## src/rtl/fb_write_arbiter.sv

```systemverilog
// fb_write_arbiter: round-robin owner of the single frame-buffer write port.
// Grants one write engine at a time, holds it for a burst, revokes overlong
// grants while another engine waits, and drives registered RAM write signals.
//
// Ports:
//   clock, resetn      clock; asynchronous active-low reset
//   req/done/req_wen   per-requester request, burst-done pulse, write enable
//   req_waddr/wdata    packed per-requester address/data, slice i at i*W
//   grant              one-hot registered grant
//   mem_waddr/wdata    registered frame-buffer address/data (held when idle)
//   mem_wenable        registered frame-buffer write enable
//   busy               registered, high whenever the next state is not IDLE
//   clear_start        single-cycle full-screen clear request
//   clear_busy         high on every cycle a clear write is presented
//
// Optional feature: define FB_ARB_CLEAR_EN to build the full-screen clear
// engine. Without it clear_start is ignored and clear_busy is tied low.

module fb_write_arbiter #(
  parameter int                NUM_REQ     = 3,
  parameter int                ADDR_W      = 19,
  parameter int                DATA_W      = 3,
  parameter int                MAX_HOLD    = 1024,
  parameter int                FB_WORDS    = 307200,
  parameter logic [DATA_W-1:0] CLEAR_COLOR = '0
) (
  input  logic                       clock,
  input  logic                       resetn,
  input  logic [NUM_REQ-1:0]         req,
  input  logic [NUM_REQ-1:0]         done,
  input  logic [NUM_REQ*ADDR_W-1:0]  req_waddr,
  input  logic [NUM_REQ*DATA_W-1:0]  req_wdata,
  input  logic [NUM_REQ-1:0]         req_wen,
  output logic [NUM_REQ-1:0]         grant,
  output logic [ADDR_W-1:0]          mem_waddr,
  output logic [DATA_W-1:0]          mem_wdata,
  output logic                       mem_wenable,
  output logic                       busy,
  input  logic                       clear_start,
  output logic                       clear_busy
);

  localparam int IDX_W =
    (NUM_REQ > 1) ? $clog2(NUM_REQ) : 1;
  localparam int HOLD_W =
    (MAX_HOLD > 2) ? $clog2(MAX_HOLD) : 1;
  localparam int HOLD_LAST =
    (MAX_HOLD > 0) ? MAX_HOLD - 1 : 0;
  localparam logic [IDX_W-1:0] LAST_RST =
    IDX_W'(NUM_REQ - 1);

  typedef enum logic [1:0] {
    ST_IDLE,
    ST_GRANT,
    ST_RELEASE,
    ST_CLEAR
  } state_e;

  state_e              state_q, state_d;
  logic [NUM_REQ-1:0]  grant_q, grant_d;
  logic [IDX_W-1:0]    last_q, last_d;
  logic [HOLD_W-1:0]   hold_q, hold_d;
  logic [ADDR_W-1:0]   waddr_q, waddr_d;
  logic [DATA_W-1:0]   wdata_q, wdata_d;
  logic                wen_q, wen_d;
  logic                busy_q, busy_d;

  logic [ADDR_W-1:0]   addr_a [NUM_REQ];
  logic [DATA_W-1:0]   data_a [NUM_REQ];

  for (genvar g = 0; g < NUM_REQ; g++) begin : g_unpack
    assign addr_a[g] = req_waddr[g*ADDR_W +: ADDR_W];
    assign data_a[g] = req_wdata[g*DATA_W +: DATA_W];
  end

  // Round-robin pick: lowest requester above last_q, else lowest at or
  // below it (the wrap-around). Descending scan leaves the lowest match.
  logic              hi_found, lo_found;
  logic [IDX_W-1:0]  hi_idx, lo_idx;
  logic              pick_found;
  logic [IDX_W-1:0]  pick_idx;

  always_comb begin
    hi_found = 1'b0;
    lo_found = 1'b0;
    hi_idx   = '0;
    lo_idx   = '0;
    for (int i = NUM_REQ - 1; i >= 0; i--) begin
      if (req[i]) begin
        if (IDX_W'(i) > last_q) begin
          hi_found = 1'b1;
          hi_idx   = IDX_W'(i);
        end else begin
          lo_found = 1'b1;
          lo_idx   = IDX_W'(i);
        end
      end
    end
    pick_found = hi_found | lo_found;
    pick_idx   = hi_found ? hi_idx : lo_idx;
  end

  logic others_wait;
  logic hold_expired;
  logic leave_grant;

  assign others_wait  = |(req & ~grant_q);
  assign hold_expired = (MAX_HOLD != 0)
                      && (hold_q == HOLD_W'(HOLD_LAST))
                      && others_wait;
  assign leave_grant  = done[last_q]
                      | ~req[last_q]
                      | hold_expired;

`ifdef FB_ARB_CLEAR_EN
  localparam int CLR_W =
    (FB_WORDS > 1) ? $clog2(FB_WORDS) : 1;
  localparam logic [CLR_W-1:0] CLR_LAST =
    CLR_W'(FB_WORDS - 1);

  logic              clr_pend_q, clr_pend_d;
  logic [CLR_W-1:0]  clr_cnt_q, clr_cnt_d;
  logic              clr_busy_q, clr_busy_d;
  logic              clr_go;

  // A request seen in IDLE is taken at once; elsewhere it waits in pend.
  assign clr_go = clr_pend_q | clear_start;
`endif

  always_comb begin
    state_d = state_q;
    grant_d = grant_q;
    last_d  = last_q;
    hold_d  = hold_q;
    waddr_d = waddr_q;
    wdata_d = wdata_q;
    wen_d   = 1'b0;
`ifdef FB_ARB_CLEAR_EN
    clr_cnt_d  = clr_cnt_q;
    clr_busy_d = 1'b0;
    clr_pend_d = clr_pend_q
               | (clear_start & (state_q != ST_CLEAR));
`endif

    unique case (state_q)
      ST_IDLE: begin
`ifdef FB_ARB_CLEAR_EN
        if (clr_go) begin
          state_d   = ST_CLEAR;
          clr_cnt_d = '0;
        end else
`endif
        if (pick_found) begin
          state_d           = ST_GRANT;
          grant_d           = '0;
          grant_d[pick_idx] = 1'b1;
          last_d            = pick_idx;
          hold_d            = '0;
        end
      end

      ST_GRANT: begin
        // Address/data only move with a real write so they hold otherwise.
        if (req_wen[last_q] & grant_q[last_q]) begin
          wen_d   = 1'b1;
          waddr_d = addr_a[last_q];
          wdata_d = data_a[last_q];
        end
        if (hold_q != '1) begin
          hold_d = hold_q + HOLD_W'(1);
        end
        if (leave_grant) begin
          grant_d = '0;
          state_d = ST_RELEASE;
        end
      end

      ST_RELEASE: begin
        grant_d = '0;
        state_d = ST_IDLE;
      end

      ST_CLEAR: begin
`ifdef FB_ARB_CLEAR_EN
        wen_d      = 1'b1;
        waddr_d    = ADDR_W'(clr_cnt_q);
        wdata_d    = CLEAR_COLOR;
        clr_busy_d = 1'b1;
        if (clr_cnt_q == CLR_LAST) begin
          clr_pend_d = 1'b0;
          state_d    = ST_RELEASE;
        end else begin
          clr_cnt_d = clr_cnt_q + CLR_W'(1);
        end
`else
        state_d = ST_IDLE;
`endif
      end

      default: begin
        grant_d = '0;
        state_d = ST_IDLE;
      end
    endcase

    busy_d = (state_d != ST_IDLE);
  end

  always_ff @(posedge clock or negedge resetn) begin
    if (!resetn) begin
      state_q <= ST_IDLE;
      grant_q <= '0;
      last_q  <= LAST_RST;
      hold_q  <= '0;
      waddr_q <= '0;
      wdata_q <= '0;
      wen_q   <= 1'b0;
      busy_q  <= 1'b0;
    end else begin
      state_q <= state_d;
      grant_q <= grant_d;
      last_q  <= last_d;
      hold_q  <= hold_d;
      waddr_q <= waddr_d;
      wdata_q <= wdata_d;
      wen_q   <= wen_d;
      busy_q  <= busy_d;
    end
  end

`ifdef FB_ARB_CLEAR_EN
  always_ff @(posedge clock or negedge resetn) begin
    if (!resetn) begin
      clr_pend_q <= 1'b0;
      clr_cnt_q  <= '0;
      clr_busy_q <= 1'b0;
    end else begin
      clr_pend_q <= clr_pend_d;
      clr_cnt_q  <= clr_cnt_d;
      clr_busy_q <= clr_busy_d;
    end
  end

  assign clear_busy = clr_busy_q;
`else
  logic clear_unused;
  assign clear_unused = ^{clear_start, CLEAR_COLOR, (FB_WORDS != 0)};
  assign clear_busy   = 1'b0;
`endif

  assign grant       = grant_q;
  assign mem_waddr   = waddr_q;
  assign mem_wdata   = wdata_q;
  assign mem_wenable = wen_q;
  assign busy        = busy_q;

endmodule

```

## config.mk

```make
export PLATFORM = sky130hd
export DESIGN_NAME = fb_write_arbiter
export DESIGN_NICKNAME = d
export VERILOG_FILES = /design/src/rtl/fb_write_arbiter.sv
export SDC_FILE = /design/constraint.sdc
export NUM_CORES = 1
export LEC_CHECK = 0
export BUFFER_PORTS_ARGS = -buffer_cell sky130_fd_sc_hd__buf_2
export CAP_MARGIN = 0
export CORE_ASPECT_RATIO = 0.6
export CORE_UTILIZATION = 43
export CTS_CLUSTER_SIZE = 20
export DETAILED_ROUTE_END_ITERATION = 10
export PLACE_DENSITY = 0.74
export SYNTH_ARGS = -nofsm -noshare
export SYNTH_HDL_FRONTEND = slang
export SYNTH_SLANG_ARGS = --single-unit
export TNS_END_PERCENT = 10
```

## constraint.sdc

```tcl
create_clock -name clock -period 6.6 [get_ports clock]
set_clock_uncertainty 0.2 [all_clocks]
set_input_delay 1.32 -clock clock [delete_from_list [all_inputs] [get_ports clock]]
set_output_delay 1.32 -clock clock [all_outputs]
set_load 0.01 [all_outputs]
```

==> impl_metrics.csv, run 1 <==
group,metric,value,unit
setup_path,cp_top_family,"flip-flops",
synthesis,syn-cell-area,0.00242,sq mm
synthesis,synth_top_cell_by_area,"dfrtp_1",
global_route,grt_use_total,21.6,%
synthesis,synth_commonest_cells,"57 x nor2_1, 45 x a21oi_1, 40 x dfrtp_1",
floorplan,initial_utilization,46.3,%
floorplan,die_h,60.1,um
clocking,cts_buffer_depth,2,
power,switchingPower,0.529,mW
sta,setup-violations-final,0,
setup_path,cp_slowest_cell,"dfstp_2",
power,peakVddDrop,0.000187,V
floorplan,dieArea,0.00594,sq mm
floorplan,core_area,0.00523,sq mm
route,drc_errors,0,
setup_path,endpoint_kind,"register",
route,avgViaCountPerCell,5.25,
power,cellLeakagePower,1.47,nW
global_route,grt_start_max_net_pins,46,
route,drtAntennaViolNets,0,
global_route,antenna_found_initial,0,
setup_path,cp.required,6.58,ns
clocking,cts_tree,"yes",
synthesis,syn_inst,266,
global_route,grt_pass1_wl,9960,um
synthesis,synth_ff_type,"dfrtp_1",
route,wl_per_cell,13.8,um
run,maxCapViolCount,0,
setup_path,slowest_delay,1.15,ns
placement,place.port_buffers,103,
cells_and_area,nets,445,
hold_path,hold_class,"reg2reg",
sta,hold_viol,0,
sta,fmax,364,MHz
floorplan,placementRows,20,
cells_and_area,final_area,0.00306,sq mm
sta,slew_violations,0,
synthesis,synthArstFlopShare,100,%
clocking,cts_resized,0,
clocking,post_cts_buffers,0,
sta,fin_crit_sh,41.7,%
route,num_vias,2252,
placement,dp_cells,422,
sta,holdWs,0.301,ns
setup_path,cp.buffers_inverters,1,
synthesis,yosysMostFrequentCell,"nor2_1",
placement,placed_area,0.00296,sq mm
floorplan,die_w,98.8,um
floorplan,io_pins,106,
sta,tns,0,ns
power,pwr-share-seq,35.4,%
power,pwr-share-clk,15.3,%
sta,max_slew_margin,37.5,%
global_route,grt_pass1_vias,2067,
sta,rsz0062_at_grt,"no",
cells_and_area,instances_no_fill,429,
synthesis,synthTopCellsByArea,"dfrtp_1 41%, mux2i_1 9.9%, a21oi_1 9.3%, nor2_1 8.8%, xnor2_1 2.5%",
sta,tightest_slew,0.937,ns
synthesis,ys_warn_count,0,
placement,hpwlAfterDp,4320,um
setup_path,start_kind,"register",
cells_and_area,drive_gt1_share,35.5,%
power,combPwrFrac,49.2,%
power,powerDensity,413,mW/mm^2
setup_path,crit_type,"reg2reg",
synthesis,synth_top_area_share,41.4,%
clocking,cts.sink_count,41,
clocking,cts_buffers,5,
route,first_iter_violations,104,
cells_and_area,diodes,0,
power,finalPower,1.27,mW
cells_and_area,area_growth,26.6,%
power,p_int,0.737,mW
clocking,cts-htree-levels,2,
clocking,ctsHoldBuffers,0,
clocking,clk_pin_slew,0.08,ns
setup_path,worstPathArrival,2.73,ns
power,swShare,41.8,%
route,wl,5940,um
synthesis,synth-seq-cells,41,
clocking,clk_latency,0.29,ns
clocking,cts_root_buf,"clkbuf_8",
global_route,gr-total-overflow,0,
synthesis,synth_edf_count,0,
setup_path,cp_cell_sequence,"mux2_2 > a31oi_1 > o21ai_2 > buf_4 > o221ai_1 > o21a_1",
synthesis,yosysSeqAreaShare,42.5,%
synthesis,synth_fp_nets,348,
synthesis,synth_cell_types,46,
route,drt-pass1-iter-count,4,
setup_path,crit_path_max_fanout,45,
placement,gp_congestion,0.839,
sta,period_minus_slack,2.75,ns
status,status,"completed",
synthesis,syn_avg_cell_area,9.10,sq um
[metrics by stage]
step	utilization (%)	setup slack (ns)
detailed placement	56.6	3.59
finish	58.6	3.85
global placement	56.6	3.65
CTS	58.6	3.84
global route	58.6	3.68
floorplan	-	3.91
[flip-flops by register name, indices dropped and copies added (netlist names)]
register / flops
grant: 3
mem_waddr: 19
state_q: 2
hold_q: 10
mem_wenable: 1
busy: 1
last_q: 2
mem_wdata: 3
[area by class of cell]
type	count	area (sq um)
sequential	41	1030
clock inverter	2	35.0
timing repair buffer	106	538
multi-input combinational	202	1280
inverter	7	26.3
tap	66	82.6
clock buffer	5	68.8
fill	462	2170
[placed cells by master (no fill, tap or decap), drive strengths merged, types with 2 or more instances in the layout]
master  instances
ha              4
buf           106
a21oi          46
dfrtp          40
clkbuf          5
nor4            3
o31ai           2
mux2            5
xnor2           7
nand2           9
nor2b           4
mux2i          24
nand4           4
inv             7
nor3b           2
o21ai           7
nor2           57
nor3            4
o221ai          2
nand3           5
a31oi           3
[power by group through the flow]
stage	registers, mW	clock network (mW)	logic (mW)
after detailed placement	0.451	0	0.624
after global placement	0.447	0	0.606
after floorplan	0.449	0	0.427
after CTS	0.448	0.199	0.625
final	0.448	0.194	0.623
after global routing	0.466	0.212	0.700
[routing by layer]
layer	share of wire [%]	global-route usage (%)
met5	0	0
met4	0.96	6.40
met3	6.5	5.38
met2	44	32.1
met1	49	31.0
[final timing paths]
path                                     startpoint                   endpoint  slack, ns  cells after the start
setup / recovery              last_q[1]$_DFFE_PN1P_   mem_wdata[0]$_DFFE_PN0P_       3.85                      6
hold / removal             mem_wdata[0]$_DFFE_PN0P_   mem_wdata[0]$_DFFE_PN0P_       0.30                      1
setup reg to reg              last_q[1]$_DFFE_PN1P_   mem_wdata[0]$_DFFE_PN0P_       3.85                      6
hold reg to reg            mem_wdata[0]$_DFFE_PN0P_   mem_wdata[0]$_DFFE_PN0P_       0.30                      1
max in group asynchronous                    resetn   mem_waddr[1]$_DFFE_PN0P_       4.68                      1
min in group asynchronous                    resetn  mem_waddr[14]$_DFFE_PN0P_       0.95                      1
[cell families after synthesis]
logic type               after synthesis  synth area share, %
AND/OR/NAND/NOR                       92                 18.6
buffers and inverters                 23                 4.45
adder cells (fa/ha/maj)                4                 2.07
other                                  1                0.155
AO/OA/AOI/OAI                         69                 17.5
multiplexers                          29                 12.3
XOR/XNOR                               7                 2.53
flip-flops                            41                 42.5
Note: power is estimated with default switching activity, not from simulation.
==> run 2: changes to the inputs <==
==> constraint.sdc (replaced) <==
create_clock -name clock -period 2.7 [get_ports clock]
set_clock_uncertainty 0.2 [all_clocks]
set_input_delay 0.54 -clock clock [delete_from_list [all_inputs] [get_ports clock]]
set_output_delay 0.54 -clock clock [all_outputs]
set_load 0.01 [all_outputs]
==> impl_metrics.csv, run 2 (synthesis results as in run 1) <==
group,metric,value,unit
floorplan,placementRows,20,
floorplan,core_area,0.00523,sq mm
setup_path,crit_type,"reg2reg",
hold_path,hold_class,"in2async",
power,swShare,42.7,%
power,pwr-share-seq,33.8,%
placement,place.port_buffers,103,
setup_path,start_kind,"register",
setup_path,cp.required,2.66,ns
setup_path,endpoint,"busy$_DFF_PN0_",
power,switchingPower,1.27,mW
sta,tightest_slew,0.958,ns
cells_and_area,final_cell_mix,"103 x buf_2, 57 x nor2_1, 45 x a21oi_1",
sta,fin_crit_sh,90.7,%
placement,dp_cells,425,
global_route,gr-total-overflow,0,
route,avgViaCountPerCell,5.25,
sta,fmax,409,MHz
placement,hpwlAfterDp,4370,um
sta,period_minus_slack,2.45,ns
clocking,cts_root_buf,"clkbuf_8",
sta,slew_violations,0,
cells_and_area,nets,448,
power,pwr-share-clk,12.1,%
clocking,ctsHoldBuffers,0,
route,drc_errors,0,
floorplan,io_pins,106,
cells_and_area,diodes,0,
setup_path,crit_path_max_fanout,23,
power,peakVddDrop,0.000476,V
cells_and_area,drive_gt1_share,35.9,%
global_route,antenna_found_initial,0,
setup_path,worstPathArrival,2.41,ns
status,status,"completed",
clocking,post_cts_buffers,0,
route,num_vias,2261,
global_route,grt_start_max_net_pins,46,
route,wl_per_cell,13.5,um
clocking,cts_tree,"yes",
power,p_int,1.71,mW
cells_and_area,final_common_cell,"buf_2",
clocking,clk_pin_slew,0.07,ns
clocking,cts_buffer_depth,2,
floorplan,die_w,98.8,um
clocking,cts_buffers,5,
setup_path,endpoint_kind,"register",
cells_and_area,instances_no_fill,431,
setup_path,r2r_end,"busy$_DFF_PN0_",
clocking,clk_latency,0.29,ns
floorplan,initial_utilization,46.3,%
route,first_iter_violations,123,
sta,tns,0,ns
floorplan,dieArea,0.00594,sq mm
cells_and_area,largest_reg_flops,19,
run,maxCapViolCount,0,
route,drt-pass1-iter-count,4,
cells_and_area,fill_cells,477,
cells_and_area,area_growth,26.8,%
setup_path,r2r_start,"last_q[0]$_DFFE_PN0P_",
sta,rsz0062_at_grt,"no",
sta,hold_viol,0,
route,drtAntennaViolNets,0,
placement,gp_congestion,0.845,
clocking,cts.sink_count,41,
sta,setup-violations-final,0,
route,wl,5820,um
power,powerDensity,973,mW/mm^2
global_route,grt_pass1_wl,9380,um
power,combPwrFrac,54.1,%
setup_path,worstSetupStartpoint,"last_q[0]$_DFFE_PN0P_",
power,cellLeakagePower,1.47,nW
global_route,grt_use_total,20.6,%
sta,max_slew_margin,35.9,%
setup_path,r2r_slack,0.25,ns
clocking,cts_resized,0,
floorplan,die_h,60.1,um
setup_path,r2r_cells,5,
clocking,cts-htree-levels,2,
global_route,grt_pass1_vias,1978,
## run 2: cell count changes in the layout (fill, tap and decap cells not counted)
cell       delta
buf_4         +2
bufinv_16     -1
buf_12        +1
## run 2: worst min-delay path by stage
stage | to | cells after the start
global placement | mem_wdata[0]$_DFFE_PN0P_ | 1
finish | mem_waddr[14]$_DFFE_PN0P_ | 1
global route | mem_waddr[14]$_DFFE_PN0P_ | 1
CTS | mem_waddr[14]$_DFFE_PN0P_ | 1
detailed placement | mem_wdata[0]$_DFFE_PN0P_ | 1
floorplan | busy$_DFF_PN0_ | 0
## run 2: worst max-delay path, stage by stage (launching register included)
cell	delay, ns
dfrtp_1	0.34
nor2b_2	0.77
a2bb2oi_1	0.18
a211oi_2	0.35
nand2_1	0.13
o41a_1	0.34
## run 2: area by class of cell
class / instances / area (sq um) / area share, %
multi-input combinational: 202 / 1280 / 41.9
inverter: 7 / 26.3 / 0.856
sequential: 41 / 1030 / 33.5
clock buffer: 5 / 68.8 / 2.24
clock inverter: 1 / 5.00 / 0.163
tap: 66 / 82.6 / 2.69
timing repair buffer: 109 / 573 / 18.7
## run 2: layer usage
layer | vias to the layer above | global-route usage, % | share of wire [%]
li1 | 1137 | - | -
met3 | 5 | 5.61 | 6.2
met2 | 61 | 30.9 | 45
met1 | 1058 | 28.8 | 47
met5 | - | 0 | 0
met4 | 0 | 7.46 | 0.93
## run 2: metrics by stage
stage                     hold WS [ns]  area [sq um]  total power, mW  utilization [%]  setup WS (ns)
final                           0.0227          3070             2.99             58.7          0.252
after global placement           0.271          2990             2.58             57.2          0.284
after CTS                       0.0345          3070             3.01             58.7          0.224
after floorplan                 0.0444          2420             2.14                -          0.628
after detailed placement         0.284          2990             2.63             57.2          0.240
after global routing            0.0524          3070             3.24             58.7         0.0379
## run 2: power groups by stage
| stage | registers, mW | clock network (mW) | logic (mW) |
|---|---|---|---|
| after floorplan | 1.10 | 0 | 1.04 |
| after global placement | 1.01 | 0 | 1.57 |
| after detailed placement | 1.01 | 0 | 1.62 |
| after global routing | 1.04 | 0.402 | 1.80 |
| after CTS | 1.01 | 0.383 | 1.62 |
| final | 1.01 | 0.363 | 1.62 |
